$ cat config.mk
export PLATFORM = sky130hd
export DESIGN_NAME = pwm_meter
export DESIGN_NICKNAME = d
export VERILOG_FILES = /design/src/rtl/pwm_meter.sv
export SDC_FILE = /design/constraint.sdc
export NUM_CORES = 1
export LEC_CHECK = 0
export ABC_AREA = 1
export CORE_UTILIZATION = 45
export CTS_BUF_LIST = sky130_fd_sc_hd__clkbuf_8
export DETAILED_ROUTE_END_ITERATION = 8
export PLACE_DENSITY = 0.66
export SLEW_MARGIN = 20
export SYNTH_ARGS = -nofsm -noshare
export SYNTH_HDL_FRONTEND = slang
export SYNTH_SLANG_ARGS = --single-unit
$ cat constraint.sdc
create_clock -name clk -period 4.5 [get_ports clk]
set_clock_uncertainty 0.15 [all_clocks]
set_input_delay 0.9 -clock clk [delete_from_list [all_inputs] [get_ports clk]]
set_output_delay 0.9 -clock clk [all_outputs]
set_load 0.01 [all_outputs]
$ cat src/rtl/pwm_meter.sv
// Measures the period and high time of a PWM input in clk cycles and flags a line stuck at 0% or 100% duty.
// Each completed period gets a one-cycle valid strobe. Entering the stuck state gives one more strobe, with zero values.
module pwm_meter #(
    parameter int W = 16
) (
    input  logic         clk,
    input  logic         reset,
    input  logic         pwm_in,
    output logic [W-1:0] period,
    output logic [W-1:0] high_time,
    output logic         valid,
    output logic         stuck,
    output logic         stuck_level
);

    typedef enum logic [1:0] {
        IDLE,
        ARMED,
        STUCK
    } state_t;

    localparam logic [W-1:0] CNT_MAX = '1;

    state_t       state_q, state_d;
    logic         s1_q, s2_q, s3_q;
    logic [W-1:0] cnt_q, cnt_d;
    logic [W-1:0] hi_q, hi_d;
    logic [W-1:0] period_q, period_d;
    logic [W-1:0] high_q, high_d;
    logic         valid_q, valid_d;
    logic         stuck_q, stuck_d;
    logic         level_q, level_d;

    logic rise, fall, cnt_sat;

    // The three-flop input chain adds the same delay to every edge, so it cancels out of the measured counts.
    assign rise    = s2_q & ~s3_q;
    assign fall    = ~s2_q & s3_q;
    assign cnt_sat = (cnt_q == CNT_MAX);

    always_comb begin
        // NOTE: every signal gets a default first, so no path through the case can infer a latch.
        state_d  = state_q;
        hi_d     = hi_q;
        period_d = period_q;
        high_d   = high_q;
        valid_d  = 1'b0;
        stuck_d  = stuck_q;
        level_d  = level_q;
        cnt_d    = rise ? W'(1) : (cnt_sat ? cnt_q : cnt_q + W'(1));

        case (state_q)
            IDLE: begin
                if (rise) begin
                    state_d = ARMED;
                    hi_d    = '0;
                end
            end
            ARMED: begin
                if (rise) begin
                    period_d = cnt_q;
                    high_d   = hi_q;
                    valid_d  = 1'b1;
                    hi_d     = '0;
                end else if (cnt_sat) begin
                    state_d  = STUCK;
                    stuck_d  = 1'b1;
                    level_d  = s2_q;
                    period_d = '0;
                    high_d   = '0;
                    valid_d  = 1'b1;
                end else if (fall) begin
                    hi_d = cnt_q;
                end
            end
            STUCK: begin
                if (rise) begin
                    state_d = ARMED;
                    hi_d    = '0;
                    stuck_d = 1'b0;
                end
            end
            default: state_d = IDLE;
        endcase
    end

    // NOTE: all state uses non-blocking assignments, so every flop samples the values from before the edge.
    always_ff @(posedge clk or posedge reset) begin
        if (reset) begin
            state_q  <= IDLE;
            s1_q     <= 1'b0;
            s2_q     <= 1'b0;
            s3_q     <= 1'b0;
            cnt_q    <= '0;
            hi_q     <= '0;
            period_q <= '0;
            high_q   <= '0;
            valid_q  <= 1'b0;
            stuck_q  <= 1'b0;
            level_q  <= 1'b0;
        end else begin
            state_q  <= state_d;
            s1_q     <= pwm_in;
            s2_q     <= s1_q;
            s3_q     <= s2_q;
            cnt_q    <= cnt_d;
            hi_q     <= hi_d;
            period_q <= period_d;
            high_q   <= high_d;
            valid_q  <= valid_d;
            stuck_q  <= stuck_d;
            level_q  <= level_d;
        end
    end

    assign period      = period_q;
    assign high_time   = high_q;
    assign valid       = valid_q;
    assign stuck       = stuck_q;
    assign stuck_level = level_q;

endmodule

==> run_results.csv <==
group,metric,value,unit
cts,cts_hold_buf,0,
critical_path,cp_num_buf_inv,2,
logic_synthesis,synthMuxAreaShare,0,%
routing,ant_nets,0,
finish,nets,429,
job,cap_viol_max_count,0,
critical_path,cpLargestDelayFamily,"compound AO/OA/AOI/OAI gates",
timing,max_freq,426,MHz
critical_path,crit_fanout,18,
critical_path,slowest_stage,"o21ai_2",
logic_synthesis,netlist_area,3240,um2
routing,routed_via_density,4.98,
die,num_io_pins,38,
die,start_util,47.1,%
die,die-width,86.8,um
critical_path,endpoint_kind,"register",
timing,period_needed,2.35,ns
grt,grt_pass1_wl,11.7,mm
status,outcome,"complete, no violations",
pwr,ir_worst_vdd,188,uV
timing,setup_viol,0,
cts,cts_tree,"yes",
routing,via_count,2615,
critical_path,cp_cell_sequence,"ha_1 -> inv_2 -> nor2_4 -> nand2_2 -> nor2_8 -> o21ai_2 -> buf_4 -> nand2_1 -> nand2_1",
logic_synthesis,syn_inst,387,
grt,overflow,0,
cts,numClockSinks,72,
grt,track_usage,20.3,%
finish,multiInputGateArea,1230,um2
critical_path,cp.arrival,2.48,ns
logic_synthesis,synth_top_family_by_area,"simple AND/OR/NAND/NOR gates",
cts,post_cts_buffers,0,
placement,hpwlAfterDp,4.77,mm
logic_synthesis,synth_top_area_share,55.7,%
critical_path,start_kind,"register",
logic_synthesis,synthFlopType,"dfrtp_1",
placement,globalplace.congestion,0.910,
routing,drtIter0Drc,178,
grt,grt_pass1_vias,2519,
critical_path,cp_slowest_stage_delay,0.56,ns
finish,fillerInstances,635,
timing,rsz0062_at_grt,"false",
logic_synthesis,synth_area_leaders,"dfrtp_1 56%, nand2_1 18%, nand3_1 4.9%",
grt,antenna_found_initial,0,
routing,wl_per_cell,12.8,um
logic_synthesis,yosysMostFrequentCell,"nand2_1",
pwr,leakage,2.02,nW
placement,numPortBuffers,37,
cts,cts_buffers,9,
logic_synthesis,ys_warn_count,0,
logic_synthesis,synth_cell_types,26,
pwr,p_per_area,391,nW/um2
timing,hold_viol,0,
die,row_count,30,
die,coreArea,6870,um2
finish,final_layout_size_suffix_gt1_share,10.3,%
logic_synthesis,syn_nets,392,
logic_synthesis,yosys.area_share.simple,33.7,%
cts,path_clk_slew,0.07,ns
finish,stdcell_area,3860,um2
timing,drv_slew,0,
logic_synthesis,syn_area_per_cell,8.36,um2
timing,min_period_over_period,52.2,%
die,dieArea,7530,um2
timing,slew_headroom,48.3,%
cts,clock_latency,0.34,ns
cts,cts_buffer_depth,2,
logic_synthesis,synth_edf_count,0,
cts,cts_root_buf,"clkbuf_8",
hold_path,min_path_type,"register to register",
routing,drtPass1Iterations,5,
logic_synthesis,ys_seq_area_share,55.7,%
logic_synthesis,synth_fa_ha_area_share,0.773,%
timing,tns,0,ns
pwr,fin_total_pwr,1.51,mW
grt,grt_max_degree,39,
timing,tightest_slew,0.775,ns
placement,placed_area,3660,um2
critical_path,path_common_cell,"nand2_1",
critical_path,crit_type,"register to register",
routing,finalWirelength,6.74,mm
logic_synthesis,yosys.area.top_type,"dfrtp_1",
logic_synthesis,synth_compound_area_share,3.71,%
logic_synthesis,synthArstFlopShare,100,%
die,die_h,86.8,um
finish,antenna_cells,0,
critical_path,cp.required,4.63,ns
cts,htree_num_levels,3,
cts,cts_resized,0,
logic_synthesis,synth_xor_area_share,0,%
logic_synthesis,ys_ff_latch,72,
finish,syn_to_final_growth,19.3,%
logic_synthesis,synth_common_cells,"159 x nand2_1, 72 x dfrtp_1, 33 x nor2_1",
finish,layout.area.seq,1800,um2
routing,drcViolationCount,0,
## flip-flops by register name, indices dropped and copies added (netlist names)
name,count
cnt_q,16
hi_q,16
high_time,16
period,16
s1_q,1
s2_q,1
s3_q,1
state_q,2
stuck,1
stuck_level,1
valid,1
## worst reg2reg max path: stages, from the launching register on
cell     delay (ns)
dfrtp_1        0.46
ha_1           0.30
inv_2          0.09
nor2_4         0.04
nand2_2        0.13
nor2_8         0.07
o21ai_2        0.56
buf_4          0.34
nand2_1        0.08
nand2_1        0.06
## final timing paths
kind | start | end | slack (ns) | cells after the start
setup / recovery | cnt_q[0] | high_time[14] | 2.15 | 9
hold / removal | s1_q | s2_q | 0.21 | 0
setup reg to reg | cnt_q[0] | high_time[14] | 2.15 | 9
hold reg to reg | s1_q | s2_q | 0.21 | 0
max in group asynchronous | reset | cnt_q[1] | 2.39 | 3
min in group asynchronous | reset | valid | 0.87 | 2
## layout make-up
type | count | share of cell area (%)
clock inverters | 6 | 1.56
clock buffers | 10 | 3.57
flip-flops and latches | 72 | 46.7
repair buffers | 40 | 10.2
well taps | 96 | 3.11
multi-input cells | 271 | 32.0
inverters | 30 | 2.92
## routing by layer
metal / up-vias / wire length (um) / global-route usage, % / part of all wire, %
li1: 1279 / - / - / -
met1: 1239 / 3170 / 27.8 / 47
met2: 80 / 3120 / 31.4 / 46
met3: 17 / 297 / 4.76 / 4.4
met4: 0 / 146 / 7.73 / 2.2
met5: - / 0 / 0 / 0
## kinds of logic (layout without fill, tap and decap cells)
logic type / Yosys count / in the layout
and+or+nand+nor: 250 / 250
DFF: 72 / 72
buffers and inverters: 44 / 86
AOI/OAI and AO/OA: 19 / 19
adders and majority gates: 2 / 2
## through the flow
stage / utilization, % / instances / worst slack [ns] / hold WS [ns]
floorplan: - / 387 / 1.63 / 0.181
global placement: 53.3 / 509 / 1.99 / 0.187
detailed placement: 53.3 / 509 / 1.96 / 0.198
CTS: 56.2 / 525 / 2.13 / 0.209
global route: 56.2 / 525 / 1.95 / 0.219
finish: 56.2 / 525 / 2.15 / 0.207
## where the power goes
part	switching (mW)	total [mW]	internal [mW]
logic	0.137	0.240	0.102
clock network	0.238	0.506	0.268
registers	0.0566	0.765	0.708
total	0.432	1.51	1.08
## layout by cell type, fill, tap and decap left out, drive strengths merged
master         count
a21oi              3
a31oi              3
buf                3
bufinv             1
clkbuf            10
clkdlybuf4s50     37
clkinv             3
clkinvlp           1
dfrtp             72
ha                 2
inv               31
nand2            173
nand3             33
nand4              5
nor2              37
nor3               2
o21ai             11
o22ai              1
o31ai              1
(Power assumes the default switching activity.)
==> RTL edit (same flow settings) <==
Take the reset off `hi_q` and load it in a clocked block of its own.
--- a/src/rtl/pwm_meter.sv
+++ b/src/rtl/pwm_meter.sv
@@ -92,7 +92,6 @@
             s2_q     <= 1'b0;
             s3_q     <= 1'b0;
             cnt_q    <= '0;
-            hi_q     <= '0;
             period_q <= '0;
             high_q   <= '0;
             valid_q  <= 1'b0;
@@ -104,13 +103,16 @@
             s2_q     <= s1_q;
             s3_q     <= s2_q;
             cnt_q    <= cnt_d;
-            hi_q     <= hi_d;
             period_q <= period_d;
             high_q   <= high_d;
             valid_q  <= valid_d;
             stuck_q  <= stuck_d;
             level_q  <= level_d;
         end
+    end
+
+    always_ff @(posedge clk) begin
+        hi_q <= hi_d;
     end
 
     assign period      = period_q;
Check against the original RTL: no difference found for any inputs over 10 cycles, from zero or initial values and one cycle with reset high; that may be too few to reach the edited logic, so the function may still have changed.
==> RTL edit against the unedited design <==
Setup slack gained 0.026 ns. Power is 15% higher. Final cell count is 13% lower. Routed wire length fell by 10%. Sequential cell count unchanged. Cell area down 2.2%. Area after synthesis is 3.5% lower. Clock power is 22% higher. Critical path type is now reg -> out. Critical endpoint is now high_time[9]. Largest cell class unchanged.
==> RTL edit: results (changes against the unedited design) <==
- The number of global-route vias before repair came to 2203 (was 2519).
- Slowest CP cell: clkdlybuf4s50_1 (was o21ai_2)
- The net total in the final layout came to 382 (was 429).
- The proportion of total power due to net switching was 0.2615 (was 0.2859).
* H-tree Lvls: 3 (unchanged)
* Reported leakage power: 1.834 nW (was 2.019 nW)
- The met2 usage in global routing was 0.2925 (was 0.3135).
- The routed wire length per instance is 13.21 um (was 12.83 um).
- Total global routing track utilization: 0.1898 (was 0.2028)
- Pin count of the biggest net entering global routing: 34 (was 39)
* DR WL met3: 238 um (was 297 um)
- Area contributors post-synth: dfrtp_1 45%, edfxtp_1 15%, nand2_1 15%, nor2_1 3.8%, nand2_2 3.6% (was dfrtp_1 56%, nand2_1 18%, nand3_1 4.9%, nor2_1 3.8%, inv_1 3.0%).
- The global-route wire length before repair is 10340 um (was 11740 um).
- The met3 layer usage reported by global route came to 0.04183 (was 0.04762).
- Number of violations reported at the end of detailed-routing iteration 0: 131 (was 178)
- Layout cell share with drive strength beyond 1: 0.1257 (was 0.1026)
- The placed wire-length estimate came to 4044 um (was 4768 um).
- Via total after detailed routing: 2243 (was 2615)
- Worst max-slew margin expressed relative to the limit: 0.5391 (was 0.4828)
* Critical Path AT: 1.27 ns (was 2.48 ns)
* WL met2: 2818 um (was 3122 um)
- Antenna violations before repair: 0 (unchanged)
- Cell area after synthesis: 3122 um2 (was 3236 um2)
* Async SR Flop Fraction: 0.7778 (was 1.000)
- Maximum single-stage delay on the critical path: 0.55 ns
- Last weighted congestion value of the routability-driven placer: 0.8832 (was 0.9096)
- List of most frequent post-synthesis cells: 125 x nand2_1, 56 x dfrtp_1, 32 x nor2_1, 23 x inv_1, 19 x nand3_1 (was 159 x nand2_1, 72 x dfrtp_1, 33 x nor2_1, 32 x nand3_1, 26 x inv_1)
- Outcome: finished clean (unchanged).
* Biggest fanout along the worst timing path: 2 (was 18)
- The met1 wire length is 2865 um (was 3172 um).
- Maximum resistive drop on vdd: 0.0002255 V (was 0.0001884 V)
- Top Family by Delay on Critical Path: buffers and inverters (was compound AO/OA/AOI/OAI gates)
- Clock transition at the registers of the reported paths: 0.08 ns
* Post-Syn Nets: 341 (was 392)
-- RTL edit: changes by cell type after synthesis, sizes merged, moves of 2 or more --
cell,change
a21oi,+2
a31oi,-3
buf,-5
dfrtp,-16
edfxtp,+16
inv,-6
nand2,-28
nand3,-14
xor2,+3
-- RTL edit: worst paths after layout --
kind / from / end / slack, ns / cells after the start
min in group asynchronous: reset / period[0] / 0.74 / 2
worst min-delay path: s1_q / s2_q / 0.21 / 0
worst max-delay path: high_time[9] / high_time[9] / 2.18 / 1
max in group asynchronous: reset / high_time[2] / 2.64 / 3
worst min register to register: s1_q / s2_q / 0.21 / 0
worst max register to register: cnt_q[0] / hi_q[1] / 2.25 / 9
-- RTL edit: stage by stage --
stage               total power, mW  cells  hold slack [ns]  area [um2]    util
floorplan                    0.9966    336           0.1812        3122       -
detailed placement            1.140    443           0.1935        3526  0.5398
global placement              1.134    443           0.1875        3526  0.5398
global route                  1.819    459           0.2170        3775  0.5780
finish                        1.741    459           0.2075        3775  0.5780
CTS                           1.756    459           0.2104        3771  0.5774
-- RTL edit: power by group through the flow --
stage          logic [mW]  registers [mW]  clock network, mW
2_1_floorplan       0.140           0.857                  0
3_5_place_dp        0.298           0.842                  0
3_3_place_gp        0.294           0.840                  0
5_1_grt             0.326           0.840              0.653
6_report            0.296           0.828              0.617
4_1_cts             0.300           0.829              0.627
-- RTL edit: kinds of logic after synthesis --
logic type,synth area share
simple gates,0.2942
flops,0.6028
buf+inv,0.05611
compound gates,0.03046
xor+xnor,0.008418
fa+ha+maj,0.008015
-- RTL edit: cell type report --
type	count	area (um2)
clock inverter	6	107.6
inverter	24	90.09
timing repair buffer	40	392.9
clock buffer	10	137.6
multi-input combinational	230	1069
fill	572	2756
tap	77	96.34
sequential	72	1882
